===== src/rtl/echo_pkg.sv =====
// Shared definitions for the echo indication path: serializer FSM encoding
// and the header field layout used on the host-side indication portal.
package echo_pkg;

    typedef enum logic [1:0] {
        ST_IDLE = 2'd0,
        ST_HDR  = 2'd1,
        ST_LO   = 2'd2,
        ST_HI   = 2'd3
    } echo_state_e;

    localparam int ECHO_BEATS_PER_MSG = 3;
    localparam int ECHO_METHOD_ID_W   = 8;
    localparam int ECHO_SEQ_W         = 8;

    localparam logic [ECHO_METHOD_ID_W-1:0] ECHO_DEFAULT_METHOD_ID = 8'h01;

endpackage


===== src/rtl/echo_indication_serializer.sv =====
// Turns each 32-bit ind$heard indication into a 3-beat 16-bit message
// (header, low half, high half) for the host indication portal.
module echo_indication_serializer
    import echo_pkg::*;
#(
    parameter logic [ECHO_METHOD_ID_W-1:0] METHOD_ID = ECHO_DEFAULT_METHOD_ID
) (
    input  logic        CLK,
    input  logic        RST,
    input  logic        ind_heard__ENA,
    input  logic [31:0] ind_heard_v,
    output logic        ind_heard__RDY,
    output logic        out_beat__ENA,
    output logic [15:0] out_beat_data,
    output logic        out_beat_last,
    input  logic        out_beat__RDY,
    output logic [15:0] stall_count
);

    echo_state_e           state;
    echo_state_e           next_state;
    logic [31:0]           hold;
    logic [ECHO_SEQ_W-1:0] seq;
    logic [ECHO_SEQ_W-1:0] hdr_seq;
    logic                  in_xfer;
    logic                  out_xfer;

    function automatic logic [15:0] sat_inc16(input logic [15:0] x);
        return (x == 16'hFFFF) ? x : x + 16'd1;
    endfunction

    assign in_xfer  = ind_heard__ENA & ind_heard__RDY;
    assign out_xfer = out_beat__ENA & out_beat__RDY;

    always_ff @(posedge CLK or posedge RST) begin
        if (RST) begin
            state <= ST_IDLE;
        end else begin
            state <= next_state;
        end
    end

    always_comb begin
        next_state = state;
        case (state)
            ST_IDLE: if (in_xfer)  next_state = ST_HDR;
            ST_HDR:  if (out_xfer) next_state = ST_LO;
            ST_LO:   if (out_xfer) next_state = ST_HI;
            ST_HI:   if (out_xfer) next_state = in_xfer ? ST_HDR : ST_IDLE;
            default: next_state = ST_IDLE;
        endcase
    end

    // Beat content is a pure decode of registers, so it cannot move while stalled.
    always_comb begin
        out_beat__ENA  = (state != ST_IDLE);
        out_beat_data  = 16'h0000;
        out_beat_last  = 1'b0;
        ind_heard__RDY = ~RST & ((state == ST_IDLE) |
                                 ((state == ST_HI) & out_beat__RDY));
        case (state)
            ST_HDR: out_beat_data = {METHOD_ID, hdr_seq};
            ST_LO:  out_beat_data = hold[15:0];
            ST_HI: begin
                out_beat_data = hold[31:16];
                out_beat_last = 1'b1;
            end
            default: out_beat_data = 16'h0000;
        endcase
    end

    always_ff @(posedge CLK or posedge RST) begin
        if (RST) begin
            hold    <= '0;
            seq     <= '0;
            hdr_seq <= '0;
        end else if (in_xfer) begin
            hold    <= ind_heard_v;
            hdr_seq <= seq;
            seq     <= seq + 1'b1;
        end
    end

    always_ff @(posedge CLK or posedge RST) begin
        if (RST) begin
            stall_count <= 16'h0000;
        end else if (out_beat__ENA & ~out_beat__RDY) begin
            stall_count <= sat_inc16(stall_count);
        end
    end

endmodule


===== config.mk =====
export PLATFORM = sky130hd
export DESIGN_NAME = echo_indication_serializer
export DESIGN_NICKNAME = d
export VERILOG_FILES = /design/src/rtl/echo_pkg.sv /design/src/rtl/echo_indication_serializer.sv
export SDC_FILE = /design/constraint.sdc
export NUM_CORES = 1
export LEC_CHECK = 0
export ABC_AREA = 1
export CORE_MARGIN = 2
export CORE_UTILIZATION = 43
export DETAILED_ROUTE_END_ITERATION = 16
export PLACE_DENSITY = 0.81
export SLEW_MARGIN = 20
export SYNTH_ARGS = -nofsm -noshare
export SYNTH_HDL_FRONTEND = slang
export SYNTH_SLANG_ARGS = --single-unit

===== constraint.sdc =====
create_clock -name CLK -period 7 [get_ports CLK]
set_clock_uncertainty 0.2 [all_clocks]
set_input_delay 1.4 -clock CLK [delete_from_list [all_inputs] [get_ports CLK]]
set_output_delay 1.4 -clock CLK [all_outputs]
set_load 0.02 [all_outputs]

Word level (Yosys, flattened, before mapping)
Index checks and enable logic that the tools add are counted.
{ "op_classes": {"n_addsub": 2, "n_eq_ne": 8, "reduce_logical": 4, "bitwise_logic": 9, "n_mux": 8} }
{ "op_table": {"columns": ["op", "count"], "rows": [
  ["case mux 16 bit (3 select lines)", 1],
  ["adder 16 x 1 -> 16 bit (second input constant)", 1],
  ["== test 16 bit (second input constant)", 1],
  ["adder 8 x 1 -> 8 bit (second input constant)", 1],
  ["two-way mux 2 bit", 4],
  ["inequality test 2 bit (second input constant)", 4],
  ["case mux 2 bit (4 select lines)", 1],
  ["bitwise AND 1 bit", 5],
  ["== test 2 bit (second input constant)", 2],
  ["AND reduction 4 bit", 1],
  ["inverter 1 bit", 3],
  ["== test 2 x 1 -> 1 bit (second input constant)", 1],
  ["zero test 2 bit", 1],
  ["two-way mux 1 bit", 2],
  ["AND reduction 2 bit", 1],
  ["nonzero test 2 bit", 1],
  ["OR 1 bit", 1]
]} }
{ "word_totals": {"reg_bits": 66, "wordCells": 36, "out_inout_bits": 35, "inputBits": 36} }

Depth between registers and ports, before layout
{ "logic_depth": {"word_depth": 8, "mapped_depth": 10, "mapped_depth_nobuf": 10} }

Least setup slack after synthesis
No wires, ideal clock.
{ "synth_timing": {"path_type": "input to output", "from": "input RST", "to": "output ind_heard__RDY", "n_path_buf": 0, "arrival_ns": 3.338, "slack_ns": 2.062, "stages": 3, "required_time_ns": 5.400, "cell_sequence": "inv_1 -> nand2_1 -> inv_1"} }
{ "synth_via": {"elab_chain_cells": 2} }
{ "synth_lines": {"columns": ["element", "line_no", "source"], "rows": [
  ["start, declared", "echo_indication_serializer.sv:9", "input logic RST,"],
  ["inverter 1 bit", "echo_indication_serializer.sv:59", "ind_heard__RDY = ~RST & ((state == ST_IDLE) |"],
  ["bitwise AND 1 bit", "echo_indication_serializer.sv:59", null],
  ["end, declared", "echo_indication_serializer.sv:12", "output logic ind_heard__RDY,"]
]} }
No other way between the ends.

Worst setup path in the final report
{ "layout_timing": {"from": "input out_beat__RDY", "to": "output ind_heard__RDY"} }
{ "layout_via": {"elab_chain_cells": 3} }
{ "layout_lines": {"columns": ["element", "line_no", "source"], "rows": [
  ["start, declared", "echo_indication_serializer.sv:16", "input logic out_beat__RDY,"],
  ["bitwise AND 1 bit", "echo_indication_serializer.sv:60", "((state == ST_HI) & out_beat__RDY));"],
  ["OR 1 bit", "echo_indication_serializer.sv:59", null],
  ["bitwise AND 1 bit", "echo_indication_serializer.sv:59", null]
]} }
No other way between the ends.

==> flow_metrics.env <==
export IMPL_status="finished, final reports clean"
export IMPL_clk_pin_slew_ns=0.06
export IMPL_ys_top_cells_by_area="dfrtp_1 (48%), nand2_1 (28%), inv_1 (3.5%)"
export IMPL_fin_crit_ns=4.44
export IMPL_power_frac_clock=0.193
export IMPL_clock_latency_ns=0.35
export IMPL_rsz0062_at_grt="no"
export IMPL_synth_fp_nets=512
export IMPL_finalHoldViolations=0
export IMPL_p_per_area_mw_per_mm2=362
export IMPL_antenna_found_initial=0
export IMPL_synth_top_cell_by_area="dfrtp_1"
export IMPL_yosysMostFrequentCell="nand2_1"
export IMPL_ys_ff_latch=66
export IMPL_synth_adder_area_share=0.0256
export IMPL_vias_per_cell=4.84
export IMPL_synth_enable_flop_cells=0
export IMPL_synthTopCellsByCount="nand2_1 (257), dfrtp_1 (66), inv_1 (32), nor2_1 (16), o21ai_0 (16)"
export IMPL_die_area_mm2=0.00868
export IMPL_end_kind="primary output"
export IMPL_yosysUniqueCellTypes=26
export IMPL_worstSetupPathType="primary input to primary output"
export IMPL_wire_per_inst_um=12.2
export IMPL_worstMarginPinSlew_ns=0.812
export IMPL_synthArstFlopShare=1.00
export IMPL_p_leak_uw=0.00214
export IMPL_min_path_cells=2
export IMPL_die_h_um=93.2
export IMPL_finalWirelength_um=7820
export IMPL_muxShareOfSynthArea=0
export IMPL_hold_buffers=0
export IMPL_grt_max_degree=67
export IMPL_synth_top_family_by_area="simple AND/OR/NAND/NOR gates"
export IMPL_relSlewSlack=0.459
export IMPL_switchingPower_uw=634
export IMPL_track_usage=0.200
export IMPL_post_place_ws_ns=2.57
export IMPL_synth_compound_area_share=0.0465
export IMPL_power_total_uw=1580
export IMPL_drc=0
export IMPL_syn_area_mm2=0.00342
export IMPL_critical_path_required_ns=5.40
export IMPL_drive_above_1_share=0.0500
export IMPL_grt_pass1_wl_um=13900
export IMPL_port_buffers=70
export IMPL_nFillCells=707
export IMPL_p_seq_frac=0.387
export IMPL_synth_main_ff_cell="dfrtp_1"
export IMPL_cts_buffer_depth=2
export IMPL_first_iter_violations=189
export IMPL_synth_xor_area_share=0.0333
export IMPL_grt_remaining_overflow=0
export IMPL_syn_inst=469
export IMPL_grt_pass1_vias=3148
export IMPL_power_frac_comb=0.420
export IMPL_slew_violations=0
export IMPL_setup_tns_ns=0
export IMPL_vias=3108
export IMPL_worst_slack_ns=2.56
export IMPL_r2r_cells=9
export IMPL_ant_nets=0
export IMPL_cts_made_buffers=9
export IMPL_gp_congestion=0.765
export IMPL_start_util=0.443
export IMPL_die_w_um=93.2
export IMPL_area_growth_syn_to_layout_pct=27.7
export IMPL_finalCritPeriodShare=0.634
export IMPL_core_region_area_mm2=0.00773
export IMPL_dp_hpwl_um=5390
export IMPL_crit_path_start_kind="primary input"
export IMPL_switching_share=0.401
export IMPL_drv_cap=0
export IMPL_max_freq_ghz=0.225
export IMPL_crit_fanout=3
export IMPL_seq_area_frac_synth=0.483
export IMPL_synthSimpleGateAreaFrac=0.348
export IMPL_cp_arrival_ns=2.84
export IMPL_synth_top_area_frac=0.483
export IMPL_drt_first_pass_iters=4
export IMPL_n_antenna_cell=0
export IMPL_cts_tree="yes"
export IMPL_setup_viol=0
export IMPL_finalNetCount=578
export IMPL_synth_avg_cell_area_um2=7.29
export IMPL_hp_class="flop to flop"
export IMPL_row_count=32
export IMPL_cts_sinks=66
export IMPL_p_int_uw=947
export IMPL_multi_input_area_mm2=0.00155
export IMPL_cts_resized=0
export IMPL_yosys_warnings=0
export IMPL_cts_root_buf="clkbuf_8"
export IMPL_num_io_pins=71
export IMPL_htree_levels=3
export IMPL_seq_area_mm2=0.00165
export IMPL_postCtsSetupBuffers=0
export IMPL_peakVddDrop_mv=0.194
path summary, 6_finish.rpt:
path / to / slack [ns] / start
worst max-delay path: ind_heard__RDY / 2.56 / out_beat__RDY
worst min-delay path: hold[20] / 0.27 / hold[20]
worst max register to register: hdr_seq[7] / 4.01 / state[0]
worst min register to register: hold[20] / 0.27 / hold[20]
max in group asynchronous: hold[20] / 4.60 / RST
min in group asynchronous: hold[6] / 1.45 / RST
state kept, by name, indices dropped and copies added, names as in the netlist:
name         cells
hold            32
state            2
stall_count     16
seq              8
hdr_seq          8
logic make-up after synthesis:
logic type,count (synthesis)
xor+xnor,13
simple gates,301
compound gates,29
fa+ha+maj,7
buf+inv,53
flops,66
critical path, stage by stage:
cell and delay (ns):
clkdlybuf4s50_1 0.51, nand2_1 0.08, nand2_1 0.10, nand2_1 0.10
inv_1 0.06, clkdlybuf4s50_1 0.59
through the flow:
stage	std cells	area, µm²	hold WS [ns]	util
2_1_floorplan	469	3420	0.242	-
3_3_place_gp	626	4180	0.254	0.541
3_5_place_dp	626	4180	0.258	0.541
4_1_cts	642	4370	0.275	0.565
5_1_grt	642	4370	0.289	0.565
6_report	642	4370	0.270	0.565
final cells by class:
cell class	instances	area share
clock buffers	10	0.0292
clock inverters	6	0.0132
inverters	36	0.0315
multi-input cells	350	0.355
flip-flops and latches	66	0.378
well taps	102	0.0292
repair buffers	72	0.164
power groups by stage:
stage / Combinational (µW) / Clock, µW / Sequential, µW
after global placement: 653 / 0 / 612
after global routing: 757 / 327 / 634
after floorplan: 435 / 0 / 612
after detailed placement: 669 / 0 / 618
after CTS: 672 / 312 / 612
final: 664 / 305 / 612
routing by layer:
metal / track usage / vias up / routed length [µm]
li1: - / 1575 / -
met1: 0.249 / 1435 / 3360
met5: 0 / - / 0
met4: 0.0858 / 0 / 133
met2: 0.345 / 88 / 3830
met3: 0.0314 / 10 / 499
layout by cell type, fill, tap and decap left out, types with 2 or more instances in the layout:
cell | netlist | routed
nand2_1 | 257 | 257
o21ai_1 | 3 | 3
inv_2 | 2 | 3
clkdlybuf4s50_1 | 0 | 70
clkbuf_8 | 0 | 9
clkinv_2 | 0 | 4
nand4_1 | 6 | 6
nand3_1 | 14 | 14
xnor2_1 | 6 | 6
o21ai_0 | 16 | 16
xor2_1 | 7 | 7
nand2_2 | 2 | 2
nor2_1 | 16 | 16
nor2_4 | 2 | 2
inv_1 | 32 | 31
buf_4 | 0 | 2
nor3_1 | 2 | 2
ha_1 | 7 | 7
dfrtp_1 | 66 | 66
a21oi_1 | 8 | 8
Power figures use the tool's default switching activity.
